[src/rtl/snn_pkg.sv]
// Shared types and constants for the SNN sequencer: FSM state enum, command
// encodings, default parameter values and a class-index width helper.
package snn_pkg;

    typedef enum logic [2:0] {
        StIdle,
        StLoadW,
        StLoadIn,
        StRun,
        StDone
    } state_e;

    localparam logic [1:0] CMD_LOAD_W  = 2'b00;
    localparam logic [1:0] CMD_LOAD_IN = 2'b01;
    localparam logic [1:0] CMD_RUN     = 2'b10;
    localparam logic [1:0] CMD_NOP     = 2'b11;

    localparam int unsigned DEF_INPUTS    = 16;
    localparam int unsigned DEF_W_BYTES   = 80;
    localparam int unsigned DEF_NUM_OUT   = 8;
    localparam int unsigned DEF_TIMESTEPS = 8;
    localparam int unsigned DEF_CNT_W     = 4;
    localparam int unsigned DEF_SETTLE    = 2;

    // Never returns 0 so a single-neuron build still has a legal class port.
    function automatic int unsigned cls_width(input int unsigned n);
        return (n > 1) ? $clog2(n) : 1;
    endfunction

endpackage

[src/rtl/snn_sequencer_if.sv]
// Command, byte-stream and result handshakes of the SNN sequencer.
// master = controller/host side, slave = the sequencer.
interface snn_sequencer_if
    import snn_pkg::*;
#(
    parameter int unsigned NUM_OUT = DEF_NUM_OUT,
    parameter int unsigned CNT_W   = DEF_CNT_W
);
    localparam int unsigned CLS_W = cls_width(NUM_OUT);

    logic             cmd_valid;
    logic [1:0]       cmd;
    logic             cmd_ready;
    logic             s_valid;
    logic [7:0]       s_data;
    logic             s_ready;
    logic             res_valid;
    logic             res_ready;
    logic [CLS_W-1:0] res_class;
    logic [CNT_W-1:0] res_count;

    modport master (
        output cmd_valid, cmd, s_valid, s_data, res_ready,
        input  cmd_ready, s_ready, res_valid, res_class, res_count
    );

    modport slave (
        input  cmd_valid, cmd, s_valid, s_data, res_ready,
        output cmd_ready, s_ready, res_valid, res_class, res_count
    );

endinterface

[src/rtl/snn_argmax.sv]
// Combinational argmax over the output-neuron spike counters.
// Strict greater-than comparison keeps the lowest index on ties.
module snn_argmax
    import snn_pkg::*;
#(
    parameter int unsigned NUM_OUT = DEF_NUM_OUT,
    parameter int unsigned CNT_W   = DEF_CNT_W,
    localparam int unsigned CLS_W  = cls_width(NUM_OUT)
) (
    input  logic [NUM_OUT-1:0][CNT_W-1:0] counts_i,
    output logic [CLS_W-1:0]              class_o,
    output logic [CNT_W-1:0]              count_o
);

    logic [CLS_W-1:0] best_cls;
    logic [CNT_W-1:0] best_cnt;

    always_comb begin
        best_cls = '0;
        best_cnt = counts_i[0];
        for (int unsigned i = 1; i < NUM_OUT; i++) begin
            if (counts_i[i] > best_cnt) begin
                best_cls = CLS_W'(i);
                best_cnt = counts_i[i];
            end
        end
        class_o = best_cls;
        count_o = best_cnt;
    end

endmodule

[src/rtl/snn_sequencer.sv]
// SNN sequencer: streams weights/inputs into the datapath, runs the network for a fixed number
// of timesteps and reports the argmax output neuron. SNN_SEQ_SETTLE_EN adds SETTLE uncounted cycles.
module snn_sequencer
    import snn_pkg::*;
#(
    parameter int unsigned INPUTS    = DEF_INPUTS,
    parameter int unsigned W_BYTES   = DEF_W_BYTES,
    parameter int unsigned NUM_OUT   = DEF_NUM_OUT,
    parameter int unsigned TIMESTEPS = DEF_TIMESTEPS,
    parameter int unsigned CNT_W     = DEF_CNT_W,
    parameter int unsigned SETTLE    = DEF_SETTLE
) (
    input  logic               clk,
    input  logic               rst_n,
    snn_sequencer_if.slave     bus,
    output logic [7:0]         dp_data,
    output logic               dp_input_weights,
    output logic               dp_execute,
    input  logic [NUM_OUT-1:0] dp_spikes,
    output logic               busy
);

    localparam int unsigned CLS_W    = cls_width(NUM_OUT);
    localparam int unsigned IN_BYTES = INPUTS / 8;
`ifdef SNN_SEQ_SETTLE_EN
    localparam int unsigned RUN_LEN  = TIMESTEPS + SETTLE;
`else
    localparam int unsigned RUN_LEN  = TIMESTEPS;
`endif
    localparam logic [CNT_W-1:0] CNT_MAX = '1;

    state_e                        state_q;
    logic [15:0]                   byte_cnt_q;
    logic [15:0]                   run_cnt_q;
    logic [NUM_OUT-1:0][CNT_W-1:0] cnt_q;
    logic [NUM_OUT-1:0][CNT_W-1:0] cnt_inc;
    logic [NUM_OUT-1:0][CNT_W-1:0] cnt_d;
    logic                          res_valid_q;
    logic [CLS_W-1:0]              res_class_q;
    logic [CNT_W-1:0]              res_count_q;
    logic [CLS_W-1:0]              arg_class;
    logic [CNT_W-1:0]              arg_count;

    logic cmd_acc;
    logic byte_acc;
    logic load_last;
    logic run_last;
    logic count_en;

    always_comb begin
        cmd_acc   = (state_q == StIdle) && bus.cmd_valid;
        byte_acc  = ((state_q == StLoadW) || (state_q == StLoadIn)) && bus.s_valid;
        load_last = (state_q == StLoadW) ? (byte_cnt_q == 16'(W_BYTES - 1))
                                         : (byte_cnt_q == 16'(IN_BYTES - 1));
        run_last  = (run_cnt_q == 16'(RUN_LEN - 1));
`ifdef SNN_SEQ_SETTLE_EN
        count_en  = (run_cnt_q >= 16'(SETTLE));
`else
        count_en  = 1'b1;
`endif
        cnt_inc = cnt_q;
        for (int unsigned i = 0; i < NUM_OUT; i++) begin
            if (dp_spikes[i] && (cnt_q[i] != CNT_MAX)) begin
                cnt_inc[i] = cnt_q[i] + CNT_W'(1);
            end
        end
        cnt_d = count_en ? cnt_inc : cnt_q;
    end

    // Datapath only shifts on an accepted byte; otherwise the neurons advance.
    always_comb begin
        dp_execute       = !byte_acc;
        dp_data          = byte_acc ? bus.s_data : 8'h00;
        dp_input_weights = byte_acc && (state_q == StLoadW);
    end

    assign bus.cmd_ready = (state_q == StIdle);
    assign bus.s_ready   = (state_q == StLoadW) || (state_q == StLoadIn);
    assign busy          = (state_q != StIdle);
    assign bus.res_valid = res_valid_q;
    assign bus.res_class = res_class_q;
    assign bus.res_count = res_count_q;

    // Argmax sees this cycle's increments so the result is ready on DONE entry.
    snn_argmax #(
        .NUM_OUT (NUM_OUT),
        .CNT_W   (CNT_W)
    ) u_argmax (
        .counts_i (cnt_d),
        .class_o  (arg_class),
        .count_o  (arg_count)
    );

    always_ff @(posedge clk or negedge rst_n) begin
        if (!rst_n) begin
            state_q     <= StIdle;
            byte_cnt_q  <= '0;
            run_cnt_q   <= '0;
            cnt_q       <= '0;
            res_valid_q <= 1'b0;
            res_class_q <= '0;
            res_count_q <= '0;
        end else begin
            unique case (state_q)
                StIdle: begin
                    if (cmd_acc) begin
                        unique case (bus.cmd)
                            CMD_LOAD_W:  state_q <= StLoadW;
                            CMD_LOAD_IN: state_q <= StLoadIn;
                            CMD_RUN: begin
                                state_q   <= StRun;
                                run_cnt_q <= '0;
                                cnt_q     <= '0;
                            end
                            default: state_q <= StIdle;
                        endcase
                    end
                end
                StLoadW, StLoadIn: begin
                    if (byte_acc) begin
                        if (load_last) begin
                            byte_cnt_q <= '0;
                            state_q    <= StIdle;
                        end else begin
                            byte_cnt_q <= byte_cnt_q + 16'd1;
                        end
                    end
                end
                StRun: begin
                    cnt_q <= cnt_d;
                    if (run_last) begin
                        run_cnt_q   <= '0;
                        state_q     <= StDone;
                        res_valid_q <= 1'b1;
                        res_class_q <= arg_class;
                        res_count_q <= arg_count;
                    end else begin
                        run_cnt_q <= run_cnt_q + 16'd1;
                    end
                end
                StDone: begin
                    if (bus.res_ready) begin
                        res_valid_q <= 1'b0;
                        state_q     <= StIdle;
                    end
                end
                default: state_q <= StIdle;
            endcase
        end
    end

endmodule

[src/flat_wrapper.sv]
// flat-port wrapper written by rule: the top's interface ports become plain ports
module snn_sequencer_flat import snn_pkg::*;
#(
    parameter int unsigned INPUTS    = DEF_INPUTS,
    parameter int unsigned W_BYTES   = DEF_W_BYTES,
    parameter int unsigned NUM_OUT   = DEF_NUM_OUT,
    parameter int unsigned TIMESTEPS = DEF_TIMESTEPS,
    parameter int unsigned CNT_W     = DEF_CNT_W,
    parameter int unsigned SETTLE    = DEF_SETTLE
)
  (clk, rst_n, dp_data, dp_input_weights, dp_execute, dp_spikes, busy, bus_cmd_valid, bus_cmd, bus_s_valid, bus_s_data, bus_res_ready, bus_cmd_ready, bus_s_ready, bus_res_valid, bus_res_class, bus_res_count);
  snn_sequencer_if #(.NUM_OUT(NUM_OUT), .CNT_W(CNT_W)) bus_i ();
  input  logic clk;
  input  logic rst_n;
  output logic [7:0] dp_data;
  output logic dp_input_weights;
  output logic dp_execute;
  input  logic [NUM_OUT-1:0] dp_spikes;
  output logic busy;
  input wire logic [$bits(bus_i.cmd_valid)-1:0] bus_cmd_valid;
  input wire logic [$bits(bus_i.cmd)-1:0] bus_cmd;
  input wire logic [$bits(bus_i.s_valid)-1:0] bus_s_valid;
  input wire logic [$bits(bus_i.s_data)-1:0] bus_s_data;
  input wire logic [$bits(bus_i.res_ready)-1:0] bus_res_ready;
  output wire logic [$bits(bus_i.cmd_ready)-1:0] bus_cmd_ready;
  output wire logic [$bits(bus_i.s_ready)-1:0] bus_s_ready;
  output wire logic [$bits(bus_i.res_valid)-1:0] bus_res_valid;
  output wire logic [$bits(bus_i.res_class)-1:0] bus_res_class;
  output wire logic [$bits(bus_i.res_count)-1:0] bus_res_count;
  assign bus_i.cmd_valid = bus_cmd_valid;
  assign bus_i.cmd = bus_cmd;
  assign bus_i.s_valid = bus_s_valid;
  assign bus_i.s_data = bus_s_data;
  assign bus_i.res_ready = bus_res_ready;
  assign bus_cmd_ready = bus_i.cmd_ready;
  assign bus_s_ready = bus_i.s_ready;
  assign bus_res_valid = bus_i.res_valid;
  assign bus_res_class = bus_i.res_class;
  assign bus_res_count = bus_i.res_count;
  snn_sequencer #(.INPUTS(INPUTS), .W_BYTES(W_BYTES), .NUM_OUT(NUM_OUT), .TIMESTEPS(TIMESTEPS), .CNT_W(CNT_W), .SETTLE(SETTLE)) u_core (.clk(clk), .rst_n(rst_n), .bus(bus_i), .dp_data(dp_data), .dp_input_weights(dp_input_weights), .dp_execute(dp_execute), .dp_spikes(dp_spikes), .busy(busy));
endmodule
[config.mk]
export PLATFORM = sky130hd
export DESIGN_NAME = snn_sequencer_flat
export DESIGN_NICKNAME = d
export VERILOG_FILES = /design/src/rtl/snn_pkg.sv /design/src/rtl/snn_sequencer_if.sv /design/src/rtl/snn_argmax.sv /design/src/rtl/snn_sequencer.sv /design/src/flat_wrapper.sv
export SDC_FILE = /design/constraint.sdc
export NUM_CORES = 1
export LEC_CHECK = 0
export CAP_MARGIN = 40
export CORE_UTILIZATION = 55
export DETAILED_ROUTE_END_ITERATION = 16
export GPL_ROUTABILITY_DRIVEN = 0
export PLACE_DENSITY = 0.79
export SKIP_CTS_REPAIR_TIMING = 1
export SLEW_MARGIN = 20
export SYNTH_ARGS = -nofsm -noshare
export SYNTH_HDL_FRONTEND = slang
export SYNTH_SLANG_ARGS = --single-unit
[constraint.sdc]
create_clock -name clk -period 15.4 [get_ports clk]
set_clock_uncertainty 0.05 [all_clocks]
set_input_delay 3.08 -clock clk [delete_from_list [all_inputs] [get_ports clk]]
set_output_delay 3.08 -clock clk [all_outputs]
set_load 0.02 [all_outputs]
Word level (Yosys, flattened, before mapping)
Index checks and enable logic that the tools add are counted.

cells by class
  add/sub/neg operators = 10
  order comparisons = 7
  equality and inequality tests = 23
  multiplexer cells = 42
  reduce and logical (&&, ||, !) cells = 24

operators with widths
  kind                     number
  $mux W16                 4
  $mux W32                 2
  $pmux W32 S2             1
  $mux W4                  15
  $mux W3                  11
  $add A16 B1 Y16 const B  2
  $add A4 B1 Y4 const B    8
  $ne A4 B4 Y1 const B     8
  $pmux W16 S2             1
  $gt A4 B4 Y1             7
  $eq A16 B1 Y1 const B    1
  $eq A16 B3 Y1 const B    1
  $eq A16 B7 Y1 const B    1
  $pmux W3 S4              1
  $logic_and A1 B1 Y1      11
  $ne A2 B1 Y1 const B     5
  $mux W8                  1
  $eq A3 B2 Y1 const B     2
  $pmux W2 S3              1
  $reduce_and A3 Y1        2
  $reduce_and A5 Y1        1
  $mux W1                  4
  $reduce_and A2 Y1        2
  $reduce_bool A2 Y1       2
  12 further kinds         12

word-level totals
  register bits = 75
  input port bits = 23
  output and inout port bits = 21
  logic and storage cells = 120

Longest topological paths before layout
  word-level depth = 17
  depth in mapped cells = 63
  mapped depth without buffers = 62

Cells and area by module
Synthesis repeated with hierarchy kept, for this count alone.

second synthesis, totals
  cells, all modules = 617
  area total of the unflattened synthesis = 5530.3 µm²

modules (own cells, without submodules)
  module         instances  cells each  area an instance (µm²)  seq. area each (µm²)
  snn_sequencer  1          436         4215.3                  1876.8
  snn_argmax     1          181         1315.0                  0.0

Least setup slack after synthesis
OpenSTA, ideal clock, no wires.

  kind = input port to flip-flop
  start = in dp_spikes[1]
  end = reg u_core.res_count_q[2], in the netlist u_core.bus.res_count[2]
  setup time = 128 ps
  arrival time = 13324 ps
  data required time = 15222 ps
  path slack = 1898 ps
  stages on the path = 56
  path buffers = 1
  cell sequence = nand2_1 mux2i_1 inv_1 ha_1 nor2b_1 o21ai_0 maj3_2 o22ai_4 mux2_4 ha_1 a21oi_1 a21oi_1 maj3_2 a22o_1 mux2i_1 inv_1 ha_1 a21oi_1 (+20 left out) nor2b_1 o21ai_0 nand2b_1 a21oi_1 a41o_1 clkbuf_1 nand3_1 mux2i_1 a311oi_4 ha_1 nor2b_1 o21ai_0 nand2b_1 a21oi_1 a41oi_1 and3_1 a21oi_1 o21ai_0

on the way
  cells in the longest elaborated chain, start to end = 16

ends and longest elaborated chain
  what                     RTL line              text
  from (decl)              flat_wrapper.sv:18    input logic [NUM_OUT-1:0] dp_spikes;
  $logic_and A1 B1 Y1 (*)  snn_sequencer.sv:63   if (dp_spikes[i] && (cnt_q[i] != CNT_MAX)) begin
  $mux W4 (*)              snn_sequencer.sv:63
  $gt A4 B4 Y1             snn_argmax.sv:22      if (counts_i[i] > best_cnt) begin
  $mux W4 (*)              snn_argmax.sv:22
  $gt A4 B4 Y1             snn_argmax.sv:22
  $mux W4 (*)              snn_argmax.sv:22
  $gt A4 B4 Y1             snn_argmax.sv:22
  $mux W4 (*)              snn_argmax.sv:22
  $gt A4 B4 Y1             snn_argmax.sv:22
  $mux W4 (*)              snn_argmax.sv:22
  $gt A4 B4 Y1             snn_argmax.sv:22
  $mux W4 (*)              snn_argmax.sv:22
  $gt A4 B4 Y1             snn_argmax.sv:22
  $mux W4 (*)              snn_argmax.sv:22
  $gt A4 B4 Y1             snn_argmax.sv:22
  $mux W4 (*)              snn_argmax.sv:22
  to (signal assigned)     snn_sequencer.sv:136  res_count_q <= arg_count;
  to (decl)                snn_sequencer.sv:40   logic [CNT_W-1:0] res_count_q;

Mark *: on every way between the ends. The rest lies on a longest branch, timed or not.
A chain may end at the register's enable or synchronous reset.

Worst setup path after layout
Same ends and word-level chain as after synthesis.

==> metrics.cfg <==
[synth]
ys_ff_latch=75
synth-simple-area-share_pct=21.3
syn_nets=654
synth_cells=596
synth_xor_area_share_pct=6.18
ys_warn_count=0
synthAdderAreaFrac_pct=8.78
synth_area_per_cell_um2=8.79
ys_async_sr_fraction_pct=100
dominantRegCellSynth=dfrtp_1
synth-compound-area-share_pct=20.3
synth_top_family_by_area=simple AND/OR/NAND/NOR gates
ys_types=61
synthMuxAreaShare_pct=4.42
synth-edff-count=0
synth-seq-area-share_pct=35.8
synth_area_um2=5240

[drt]
wl_per_cell_um=15.1
via_count=4617
routed_via_density=5.96
ant_nets=0
drt_wl_total_mm=11.7
first_pass_iters=4
drc=0
drt-initial-drc-count=194

[die]
die_y_um=99.6
core-area_um2=9240
start_util_pct=56.7
pin_count=44
die_x_um=99.6
placement_rows=35
die-area_um2=9920

[cells_and_area]
nets=699
syn_to_final_growth_pct=15.1
fillerInstances=777
drive_gt1_share_pct=7.89
diodes=0

[setup_path]
crit_fanout=9
worstSetupPathType=in2reg
start_kind=primary input
crit_arrival_ps=14570
crit_required_ps=15590
cp_slowest_cell=clkdlybuf4s50_1
cp_slowest_stage_delay_ps=450
end_kind=register

[grt]
antenna_found_initial=0
grt_pass1_vias=4550
grt_start_max_net_pins=46
grt_overflow_total=0
grt_first_pass_wirelength_mm=20.4
grt_usage_pct=25.6

[placed_design]
io_buffer_count=43
dp_hpwl_mm=8.65

[flow_run]
drv_cap=0

[clocking]
cts_inserted_buffers=9
path_clk_slew_ps=80
cts-root-buf=clkbuf_8
cts_tree=yes
h-tree-depth=3
insertion_delay_ps=360
clock-sinks=75
clockBufferDepth=2

[sta]
period_share_pct=93.4
tns_ps=0
rsz0062_at_grt=false
report.final.slew_viol_count=0
setup_viol=0
max_freq_ghz=0.0695
worst_slew_pin_slew_ps=709
period_minus_slack_ps=14390
maxSlewHeadroom_pct=52.3
finalHoldViolCount=0

[outcome]
status=finished clean

[min_path]
min_path_type=reg2reg

==> worst max-delay path, delay by kind of cell <==
kind                     cells  cell delay, ps
buffers and inverters        4             660
AND/OR/NAND/NOR             10            1440
adder cells (fa/ha/maj)      9            2860
AO/OA/AOI/OAI               27            4650
multiplexers                 6            1860
==> stage by stage <==
stage	worst slack (ps)	utilization [%]	area, um2	hold slack (ps)	std cells
floorplan	1900	-	5240	396	596
global placement	973	62.8	5810	417	754
detailed placement	527	63.2	5840	428	756
CTS	862	65.0	6010	444	772
global route	95.7	65.3	6030	466	775
finish	1010	65.3	6030	444	775
==> state kept, by name, summed over array words and instances, names as in the netlist <==
signal	flops
u_core.bus.res_class	3
u_core.bus.res_count	4
u_core.cnt_q	32
u_core.bus.res_valid	1
u_core.byte_cnt_q	16
u_core.run_cnt_q	16
u_core.state_q	3
==> layer usage <==
layer	vias to the layer above	GRT usage, %	wire length, um
li1	2265	-	-
met1	2236	31.3	5140
met2	89	45.3	5920
met3	27	3.09	381
met4	0	11.4	266
met5	-	0	0
==> cell type report <==
class                      instances  area (um2)  share of cell area [%]
clock buffer                       9         124                    2.05
clock inverter                     7        43.8                   0.726
inverter                          29         109                    1.80
multi-input combinational        476        3220                    53.3
sequential                        75        1880                    31.1
tap                              129         161                    2.68
timing repair buffer              50         500                    8.30
==> worst paths after layout <==
check	from	endpoint	slack [ps]	cells after the start
worst min register to register	u_core.byte_cnt_q[15]	u_core.byte_cnt_q[15]	440	1
min in group asynchronous	rst_n	u_core.run_cnt_q[0]	2630	1
worst max-delay path	dp_spikes[1]	u_core.bus.res_count[2]	1010	56
max in group asynchronous	rst_n	u_core.cnt_q[9]	12110	2
worst min-delay path	u_core.byte_cnt_q[15]	u_core.byte_cnt_q[15]	440	1
worst max register to register	u_core.cnt_q[4]	u_core.bus.res_count[2]	3440	57
==> synthesized netlist by cell type, drive strengths merged (4+ instances only) <==
cell	number	area (um2)
a21oi	30	154
a22o	15	131
a31oi	9	56.3
and2	14	87.6
and3	17	106
and4b	4	40.0
clkbuf	16	60.1
dfrtp	75	1880
ha	35	438
inv	29	109
mux2	8	101
mux2i	13	130
nand2	66	248
nand2b	4	32.5
nand3	27	135
nand4	13	81.3
nor2	44	165
nor2b	8	52.6
nor3	12	60.1
nor4	6	37.5
o211ai	5	56.3
o21a	4	30.0
o21ai	55	275
o31ai	13	97.6
xnor2	22	193
xor2	15	131
==> kinds of logic (layout without fill, tap and decap cells) <==
group | after synthesis | count (layout)
flip-flops | 75 | 75
buffers and inverters | 45 | 95
AND/OR/NAND/NOR | 224 | 224
multiplexers | 21 | 21
adder cells (fa/ha/maj) | 37 | 37
AO/OA/AOI/OAI | 157 | 157
XOR/XNOR | 37 | 37
==> cell usage in the layout, fill, tap and decap left out, types with 3 or more instances in the layout <==
cell type | Yosys | layout
clkdlybuf4s50_1 | 0 | 42
nand2_1 | 66 | 66
o211ai_1 | 3 | 3
nor2_1 | 44 | 44
and2_1 | 14 | 14
mux2_4 | 3 | 3
inv_1 | 29 | 29
nand4_1 | 13 | 13
clkbuf_8 | 0 | 9
clkinv_2 | 0 | 4
o21a_1 | 4 | 4
xor2_1 | 15 | 15
a21oi_1 | 29 | 29
o31ai_1 | 13 | 13
a22o_1 | 15 | 15
and3_1 | 17 | 17
a31oi_1 | 9 | 8
dfrtp_1 | 75 | 75
nand3_1 | 27 | 27
xnor2_1 | 22 | 22
o21ai_0 | 52 | 52
nor2b_1 | 7 | 7
o21ai_1 | 3 | 3
ha_1 | 35 | 35
nor3_1 | 12 | 11
nand2b_1 | 3 | 3
mux2_2 | 5 | 5
buf_4 | 0 | 6
and4b_1 | 4 | 4
nor4_1 | 6 | 6
mux2i_1 | 13 | 13
Power is left out: the tool's default activity adds up to more than one toggle a clock period on the data nets, which glitch-free logic cannot reach.
